--- src/rtl/bitonic_frame_packer.sv ---
// Packs a valid/ready scalar stream into 2**LOG_INPUT_NUM-wide frames for the
// bitonic sorter, padding short frames with a sentinel that sorts to the tail.
module bitonic_frame_packer #(
  parameter int LOG_INPUT_NUM = 4,
  parameter int DATA_WIDTH    = 8,
  parameter bit SIGNED        = 1'b0,
  parameter bit ASCENDING     = 1'b1,
  parameter int FLUSH_TIMEOUT = 0
) (
  input  logic                                    clk,
  input  logic                                    rst,
  input  logic [DATA_WIDTH-1:0]                   in_data,
  input  logic                                    in_valid,
  input  logic                                    in_last,
  output logic                                    in_ready,
  output logic [DATA_WIDTH*(2**LOG_INPUT_NUM)-1:0] x,
  output logic                                    x_valid,
  output logic [LOG_INPUT_NUM:0]                  x_count
);

  localparam int N          = 2 ** LOG_INPUT_NUM;
  localparam bit TIMEOUT_EN = (FLUSH_TIMEOUT > 0);
  localparam int TW         = TIMEOUT_EN ? $clog2(FLUSH_TIMEOUT + 1) : 1;

  localparam logic [LOG_INPUT_NUM-1:0] LAST_SLOT   = LOG_INPUT_NUM'(N - 1);
  localparam logic [TW-1:0]            TIMER_LIMIT = TW'(FLUSH_TIMEOUT);

  // Padding must land after every real element once the sorter runs.
  localparam logic [DATA_WIDTH-1:0] SENTINEL =
    ASCENDING ? (SIGNED ? {1'b0, {(DATA_WIDTH-1){1'b1}}} : {DATA_WIDTH{1'b1}})
              : (SIGNED ? {1'b1, {(DATA_WIDTH-1){1'b0}}} : {DATA_WIDTH{1'b0}});

  logic                                  ready_q;
  logic [N-1:0][DATA_WIDTH-1:0]          buf_q, buf_d;
  logic [N-1:0]                          mask_q, mask_d;
  logic [LOG_INPUT_NUM-1:0]              fillCnt_q, fillCnt_d;
  logic [TW-1:0]                         timer_q, timer_d;
  logic [N-1:0][DATA_WIDTH-1:0]          x_q, x_d;
  logic                                  xValid_q, xValid_d;
  logic [LOG_INPUT_NUM:0]                xCount_q, xCount_d;

  logic                                  accept;
  logic                                  acceptClose;
  logic                                  timeoutClose;
  logic [LOG_INPUT_NUM:0]                fillExt;

  assign accept       = in_valid && ready_q;
  assign acceptClose  = accept && ((fillCnt_q == LAST_SLOT) || in_last);
  assign timeoutClose = TIMEOUT_EN && !accept && (fillCnt_q != '0) &&
                        (timer_q == TIMER_LIMIT);
  assign fillExt      = {1'b0, fillCnt_q};

  // The output register acts as the second buffer, so the working buffer is
  // free to take a new element on the very edge it hands a frame over.
  always_comb begin
    buf_d     = buf_q;
    mask_d    = mask_q;
    fillCnt_d = fillCnt_q;
    timer_d   = timer_q;
    x_d       = x_q;
    xCount_d  = xCount_q;
    xValid_d  = 1'b0;

    if (accept) begin
      buf_d[fillCnt_q]  = in_data;
      mask_d[fillCnt_q] = 1'b1;
      fillCnt_d         = fillCnt_q + LOG_INPUT_NUM'(1);
    end

    if (acceptClose || timeoutClose) begin
      for (int k = 0; k < N; k++) begin
        x_d[k] = mask_d[k] ? buf_d[k] : SENTINEL;
      end
      xCount_d  = accept ? fillExt + (LOG_INPUT_NUM+1)'(1) : fillExt;
      xValid_d  = 1'b1;
      mask_d    = '0;
      fillCnt_d = '0;
    end

    // An acceptance on the expiry cycle wins, so it simply restarts the timer.
    if (!TIMEOUT_EN || accept || (fillCnt_q == '0) || timeoutClose) begin
      timer_d = '0;
    end else begin
      timer_d = timer_q + TW'(1);
    end
  end

  always_ff @(posedge clk or negedge rst) begin
    if (!rst) begin
      ready_q   <= 1'b0;
      buf_q     <= '0;
      mask_q    <= '0;
      fillCnt_q <= '0;
      timer_q   <= '0;
      x_q       <= '0;
      xValid_q  <= 1'b0;
      xCount_q  <= '0;
    end else begin
      ready_q   <= 1'b1;
      buf_q     <= buf_d;
      mask_q    <= mask_d;
      fillCnt_q <= fillCnt_d;
      timer_q   <= timer_d;
      x_q       <= x_d;
      xValid_q  <= xValid_d;
      xCount_q  <= xCount_d;
    end
  end

  assign in_ready = ready_q;
  assign x        = x_q;
  assign x_valid  = xValid_q;
  assign x_count  = xCount_q;

endmodule

--- config.mk ---
export PLATFORM = sky130hd
export DESIGN_NAME = bitonic_frame_packer
export DESIGN_NICKNAME = d
export VERILOG_FILES = /design/src/rtl/bitonic_frame_packer.sv
export SDC_FILE = /design/constraint.sdc
export NUM_CORES = 1
export LEC_CHECK = 0
export CORE_AREA = 2 2 157 159
export DETAILED_ROUTE_END_ITERATION = 6
export DIE_AREA = 0 0 159 161
export GPL_ROUTABILITY_DRIVEN = 0
export HOLD_SLACK_MARGIN = 0.02
export PLACE_DENSITY = 0.81
export REMOVE_ABC_BUFFERS = 1
export SLEW_MARGIN = 10
export SYNTH_ARGS = -nofsm -noshare
export SYNTH_HDL_FRONTEND = slang
export SYNTH_SLANG_ARGS = --single-unit
--- constraint.sdc ---
create_clock -name clk -period 2.4 [get_ports clk]
set_input_delay 0.24 -clock clk [delete_from_list [all_inputs] [get_ports clk]]
set_output_delay 0.24 -clock clk [all_outputs]
set_load 0.01 [all_outputs]
### After elaboration in Yosys (flattened, before gate mapping)

Cells that the tools add are included.

| cells by class | value |
|---|---|
| add/sub/neg operators | 2 |
| $lt $le $gt $ge | 2 |
| equality and inequality tests | 1 |
| multiplexer cells | 28 |
| bitwise operators | 1 |
| reductions and logical operators | 5 |

Operator list:

| kind | number |
|---|---|
| $mux W8 | 17 |
| $bwmux W128 | 1 |
| $mux W128 | 1 |
| $demux W8 S4 | 1 |
| $mux W16 | 2 |
| $or A16 B16 Y16 | 1 |
| $mux W4 | 2 |
| $add A4 B1 Y5 const B | 1 |
| $lt A4 B5 Y1 const B | 1 |
| $mux W5 | 1 |
| $add A4 B1 Y4 const B | 1 |
| $demux W1 S4 | 1 |
| $eq A4 B4 Y1 const B | 1 |
| $ge A4 B1 Y1 const B | 1 |
| $logic_and A1 B1 Y1 | 3 |
| $mux W1 | 2 |
| $reduce_bool A2 Y1 | 1 |
| $logic_or A1 B1 Y1 | 1 |

| storage, ports and cells | value |
|---|---|
| register bits | 283 |
| bits of input ports | 12 |
| output and inout port bits | 135 |
| word-level logic and storage cells | 76 |

### Longest topological paths before layout

| depth | value |
|---|---|
| depth after elaboration | 7 |
| depth in mapped cells | 7 |

### Least setup slack after synthesis

OpenSTA, ideal clock, no wires.

| path | value |
|---|---|
| path type | register -> register |
| start | register fillCnt_q[0] |
| end | register xCount_q[1], in the netlist x_count[1] |
| setup time | 0.125 ns |
| arrival | 1.642 ns |
| setup slack | 0.633 ns |
| stages on the path, launching flop included | 6 |
| buffers on the path | 1 |
| period minus slack after synthesis | 1.767 ns |
| path through | dfrtp_1 > ha_1 > a31oi_2 > or2_1 > buf_6 > mux2_2 |

| on the way | value |
|---|---|
| word-level cells in the longest chain between the ends | 3 |
| elaborated cells between the ends (all ways) | 5 |
| those cells by class | add/sub: 1; eq/ne: 1; mux: 1; reduce/logical: 2 |

Ends and longest elaborated chain:

| element | RTL line | text |
|---|---|---|
| start: declaration | 36 | `logic [LOG_INPUT_NUM-1:0] fillCnt_q, fillCnt_d;` |
| start signal: assignment | 102 | `fillCnt_q <= fillCnt_d;` |
| parallel branches: the longest is 3 deep, another holds $add A4 B1 Y5 | -- |  |
| end signal: assignment | 106 | `xCount_q <= xCount_d;` |
| end: declaration | 40 | `logic [LOG_INPUT_NUM:0] xCount_q, xCount_d;` |

Several ways; the timed one is not identified.
A chain may end at the register's enable or synchronous reset.

### Final worst setup path

| path | value |
|---|---|
| start | register ready_q, in the netlist in_ready |
| end | output in_ready |

RTL lines:

| element | RTL line | text |
|---|---|---|
| start: declaration | 33 | `logic ready_q;` |
| start signal: assignment | 90 | `ready_q <= 1'b0;` |
| start signal: assignment | 99 | `ready_q <= 1'b1;` |
| end: declaration | 15 | `output logic in_ready,` |

No word-level cell between the ends.

==> metrics.txt <==
# TYPE chip_impl_metric gauge
chip_impl_info{name="run_status",value="finished clean"} 1
chip_impl_metric{name="synth_enable_flop_cells",unit=""} 0
chip_impl_metric{name="finClkSkew",unit="ns"} 0.009863
chip_impl_metric{name="cts.repair.resized",unit=""} 0
chip_impl_metric{name="place_hpwl",unit="microns"} 20240
chip_impl_metric{name="fin_crit_sh",unit="%"} 91.43
chip_impl_info{name="worst-setup-path-type",value="reg -> out"} 1
chip_impl_metric{name="die_w",unit="microns"} 159
chip_impl_metric{name="grtUsageTotal",unit="%"} 26.99
chip_impl_info{name="setup.worst_path.start_class",value="flip-flop"} 1
chip_impl_metric{name="ys.warnings.count",unit=""} 0
chip_impl_metric{name="layout-drive-gt1-share",unit="%"} 18.34
chip_impl_metric{name="hold_viol_final",unit=""} 0
chip_impl_info{name="synthFlopType",value="dfrtp_1"} 1
chip_impl_metric{name="final_net_count",unit=""} 1389
chip_impl_metric{name="design.core.area",unit="sq mm"} 0.02396
chip_impl_metric{name="worst_setup_hold_path_clk_slew",unit="ns"} 0.06
chip_impl_metric{name="period_needed",unit="ns"} 2.194
chip_impl_metric{name="ctsHoldBuffers",unit=""} 1
chip_impl_metric{name="crit_required",unit="ns"} 2.16
chip_impl_metric{name="power_density",unit="mW/mm^2"} 876.7
chip_impl_info{name="cpLargestDelayFamily",value="buffers and inverters"} 1
chip_impl_metric{name="fp-row-count",unit=""} 57
chip_impl_metric{name="cts-htree-levels",unit=""} 1
chip_impl_info{name="post_synth_main_area_contributors",value="dfrtp_1 52%, mux2_2 11%, o31ai_1 7.2%"} 1
chip_impl_metric{name="post-layout-total-power",unit="W"} 0.01421
chip_impl_metric{name="placedCellCount",unit=""} 1665
chip_impl_metric{name="syn-cell-area",unit="sq mm"} 0.01350
chip_impl_metric{name="initial_utilization",unit="%"} 56.35
chip_impl_metric{name="clock.fmax",unit="MHz"} 455.7
chip_impl_metric{name="cts_made_buffers",unit=""} 29
chip_impl_metric{name="clk_latency",unit="ns"} 0.56
chip_impl_info{name="synth_top_family_by_area",value="compound AO/OA/AOI/OAI gates"} 1
chip_impl_metric{name="crit_fanout",unit=""} 12
chip_impl_metric{name="synthDistinctLibCells",unit=""} 34
chip_impl_metric{name="vdd_ir_max",unit="V"} 0.0006909
chip_impl_metric{name="route.detailed.vias_per_inst",unit=""} 6.101
chip_impl_metric{name="finalWorstSetupSlack",unit="ns"} 0.2056
chip_impl_info{name="critical_path.reg2reg.endpoint",value="buf_q[122]"} 1
chip_impl_metric{name="final_max_slew_viol_count",unit=""} 0
chip_impl_metric{name="synth_xor_area_share",unit="%"} 0.1297
chip_impl_metric{name="postCtsSetupBuffers",unit=""} 0
chip_impl_metric{name="worst-slew-pin-transition",unit="ns"} 0.6021
chip_impl_metric{name="dr.pass1.iters",unit=""} 5
chip_impl_metric{name="maxCapViolCount",unit=""} 0
chip_impl_info{name="synth.largest_area_cell",value="dfrtp_1"} 1
chip_impl_metric{name="synth_area_per_cell",unit="sq um"} 10.60
chip_impl_metric{name="multi_input_gate_area",unit="sq mm"} 0.005776
chip_impl_info{name="slowest_stage",value="dfrtp_1"} 1
chip_impl_metric{name="drt_iter0_markers",unit=""} 834
chip_impl_info{name="cells_traversed_along_the_worst_timing_path",value="buf_4 -> clkdlybuf4s50_1"} 1
chip_impl_metric{name="synth_compound_area_share",unit="%"} 17.99
chip_impl_metric{name="route.detailed.wl_per_inst",unit="microns"} 20.23
chip_impl_metric{name="port-buffer-count",unit=""} 146
chip_impl_info{name="rsz_0062_raised_after_global_routing",value="no"} 1
chip_impl_metric{name="fillCellCount",unit=""} 1821
chip_impl_metric{name="grt-ovfl-total",unit=""} 0
chip_impl_metric{name="remaining_drc_errors",unit=""} 0
chip_impl_metric{name="yosysTopAreaCellShare",unit="%"} 52.44
chip_impl_metric{name="via_count",unit=""} 10494
chip_impl_metric{name="synth_simple_gate_area_share",unit="%"} 13.33
chip_impl_metric{name="slew_headroom",unit="%"} 59.86
chip_impl_metric{name="power_leakage",unit="nW"} 6.696
chip_impl_metric{name="synthCells",unit=""} 1274
chip_impl_metric{name="chipHeight",unit="microns"} 161
chip_impl_info{name="timing.critical_path.to_type",value="primary output"} 1
chip_impl_metric{name="holdWs",unit="ns"} 0.1985
chip_impl_metric{name="area_delta_synth_final",unit="%"} 20.06
chip_impl_info{name="tritoncts_clock_tree",value="done"} 1
chip_impl_metric{name="ports",unit=""} 147
chip_impl_metric{name="layoutNonFillerInstCount",unit=""} 1720
chip_impl_metric{name="first_global_vias",unit=""} 10407
chip_impl_info{name="hold_path_class",value="in -> async"} 1
chip_impl_metric{name="reg2reg_slack",unit="ns"} 0.33
chip_impl_metric{name="grt_pass1_wl",unit="microns"} 56080
chip_impl_info{name="cts_root_buf",value="clkbuf_16"} 1
chip_impl_metric{name="number_of_antenna_violations_at_the_first_check_in_global_routing",unit=""} 0
chip_impl_metric{name="pin_count_of_the_biggest_net_entering_global_routing",unit=""} 134
chip_impl_metric{name="area_of_all_sequential_standard_cells",unit="sq mm"} 0.007082
chip_impl_metric{name="detailedPlace.worstSlack",unit="ns"} 0.2150
chip_impl_metric{name="reg2regPathDepth",unit=""} 4
chip_impl_metric{name="slowest_delay",unit="ns"} 0.61
chip_impl_metric{name="clock_tree.buffer_depth",unit=""} 3
chip_impl_metric{name="worst-endpoint-arrival",unit="ns"} 1.95
chip_impl_metric{name="multiplexer_fraction_of_the_synthesized_cell_area",unit="%"} 10.76
chip_impl_info{name="critical_path.reg2reg.startpoint",value="fillCnt_q[0]"} 1
chip_impl_metric{name="synth_fa_ha_area_share",unit="%"} 0.3706
chip_impl_metric{name="synthArstFlopShare",unit="%"} 100.0
chip_impl_metric{name="postRouteWirelength",unit="microns"} 34800
chip_impl_metric{name="yosys_register_bits",unit=""} 283
chip_impl_metric{name="drtAntennaViolNets",unit=""} 0
chip_impl_metric{name="clkSinkCount",unit=""} 283
chip_impl_metric{name="setup_violations",unit=""} 0
chip_impl_metric{name="worstPathBufferInverterCount",unit=""} 2
chip_impl_metric{name="antenna-diode-count",unit=""} 0
chip_impl_metric{name="ys_seq_area_share",unit="%"} 52.44
chip_impl_metric{name="floorplan.die_area",unit="sq mm"} 0.02560
## where the power goes
| group | internal [W] | total (W) | switching, W |
|---|---|---|---|
| Combinational | 0.00179 | 0.00333 | 0.00154 |
| Sequential | 0.00576 | 0.00637 | 0.000608 |
| Clock | 0.00263 | 0.00451 | 0.00188 |
| Total | 0.0102 | 0.0142 | 0.00403 |
## worst reg2reg max path, cell delays in order (launching register included)
cell	delay, ns
dfrtp_1	0.44
ha_1	0.35
nand3_2	0.32
nor2_2	0.45
mux2_2	0.39
## metal layers
metal | global-route usage [%] | up-vias | routed length, microns
met5 | 0 | - | 0
met4 | 8.264 | 0 | 1017
li1 | - | 4790 | -
met2 | 44.55 | 415 | 16510
met1 | 38.03 | 5205 | 15070
met3 | 3.107 | 84 | 2205
## Yosys cell counts (2+ instances only)
library cell	number
o21ai_0	138
nor2_4	8
nor2_1	5
and2_1	3
o21a_1	12
and3_1	4
nand2b_1	131
buf_6	15
clkbuf_1	82
xnor2_1	2
buf_2	27
ha_1	4
nor2_2	5
nand3_2	4
dfrtp_1	283
o31ai_1	129
inv_1	4
nand2_2	3
nor3_1	128
nand2_1	5
buf_4	5
nand3_1	4
a21oi_1	132
nor2b_1	3
mux2_2	129
## state kept, by name, summed over array words and instances, names as in the netlist
name	count
x	128
mask_q	16
buf_q	128
x_valid	1
x_count	5
in_ready	1
fillCnt_q	4
## cell usage in the layout (no fill, tap or decap), types with 5 or more instances in the layout
cell type,n
o31ai_1,129
clkbuf_8,10
clkbuf_16,29
dfrtp_1,283
nor2_2,6
nor3_1,128
o21a_1,12
nand2b_1,131
a21oi_1,132
buf_4,42
o21ai_0,138
clkdlybuf4s50_1,145
mux2_2,129
clkbuf_1,5
clkinv_2,7
buf_12,9
nor2_4,8
## final cells by class
| cell class | instances | area share (%) |
|---|---|---|
| repair buffers | 198 | 12.16 |
| clock buffers | 44 | 5.441 |
| clock inverters | 10 | 0.5016 |
| flip-flops and latches | 283 | 43.68 |
| well taps | 324 | 2.500 |
| inverters | 4 | 0.09261 |
| multi-input cells | 857 | 35.62 |
## cells by family after synthesis
family	count (synthesis)
xor+xnor	2
simple gates	308
fa+ha+maj	4
flops	283
mux	129
other cells	1
compound gates	413
buf+inv	134
## per-stage QoR
step / setup TNS, ns / instance area (sq um) / util, %
after floorplan: -518.75 / 12850 / -
after global placement: 0 / 15240 / 63.60
after detailed placement: 0 / 15240 / 63.60
after CTS: 0 / 16210 / 67.66
after global routing: 0 / 16210 / 67.66
final: 0 / 16210 / 67.66
## how the worst max path moves through the flow
stage,start,end,cells after the start
6_report,in_ready,in_ready,2
4_1_cts,in_ready,in_ready,2
5_1_grt,in_ready,in_ready,2
3_3_place_gp,in_valid,buf_q[121],5
2_1_floorplan,fillCnt_q[0],fillCnt_q[1],5
3_5_place_dp,in_valid,buf_q[117],5
Note: power is estimated with default switching activity, not from simulation.
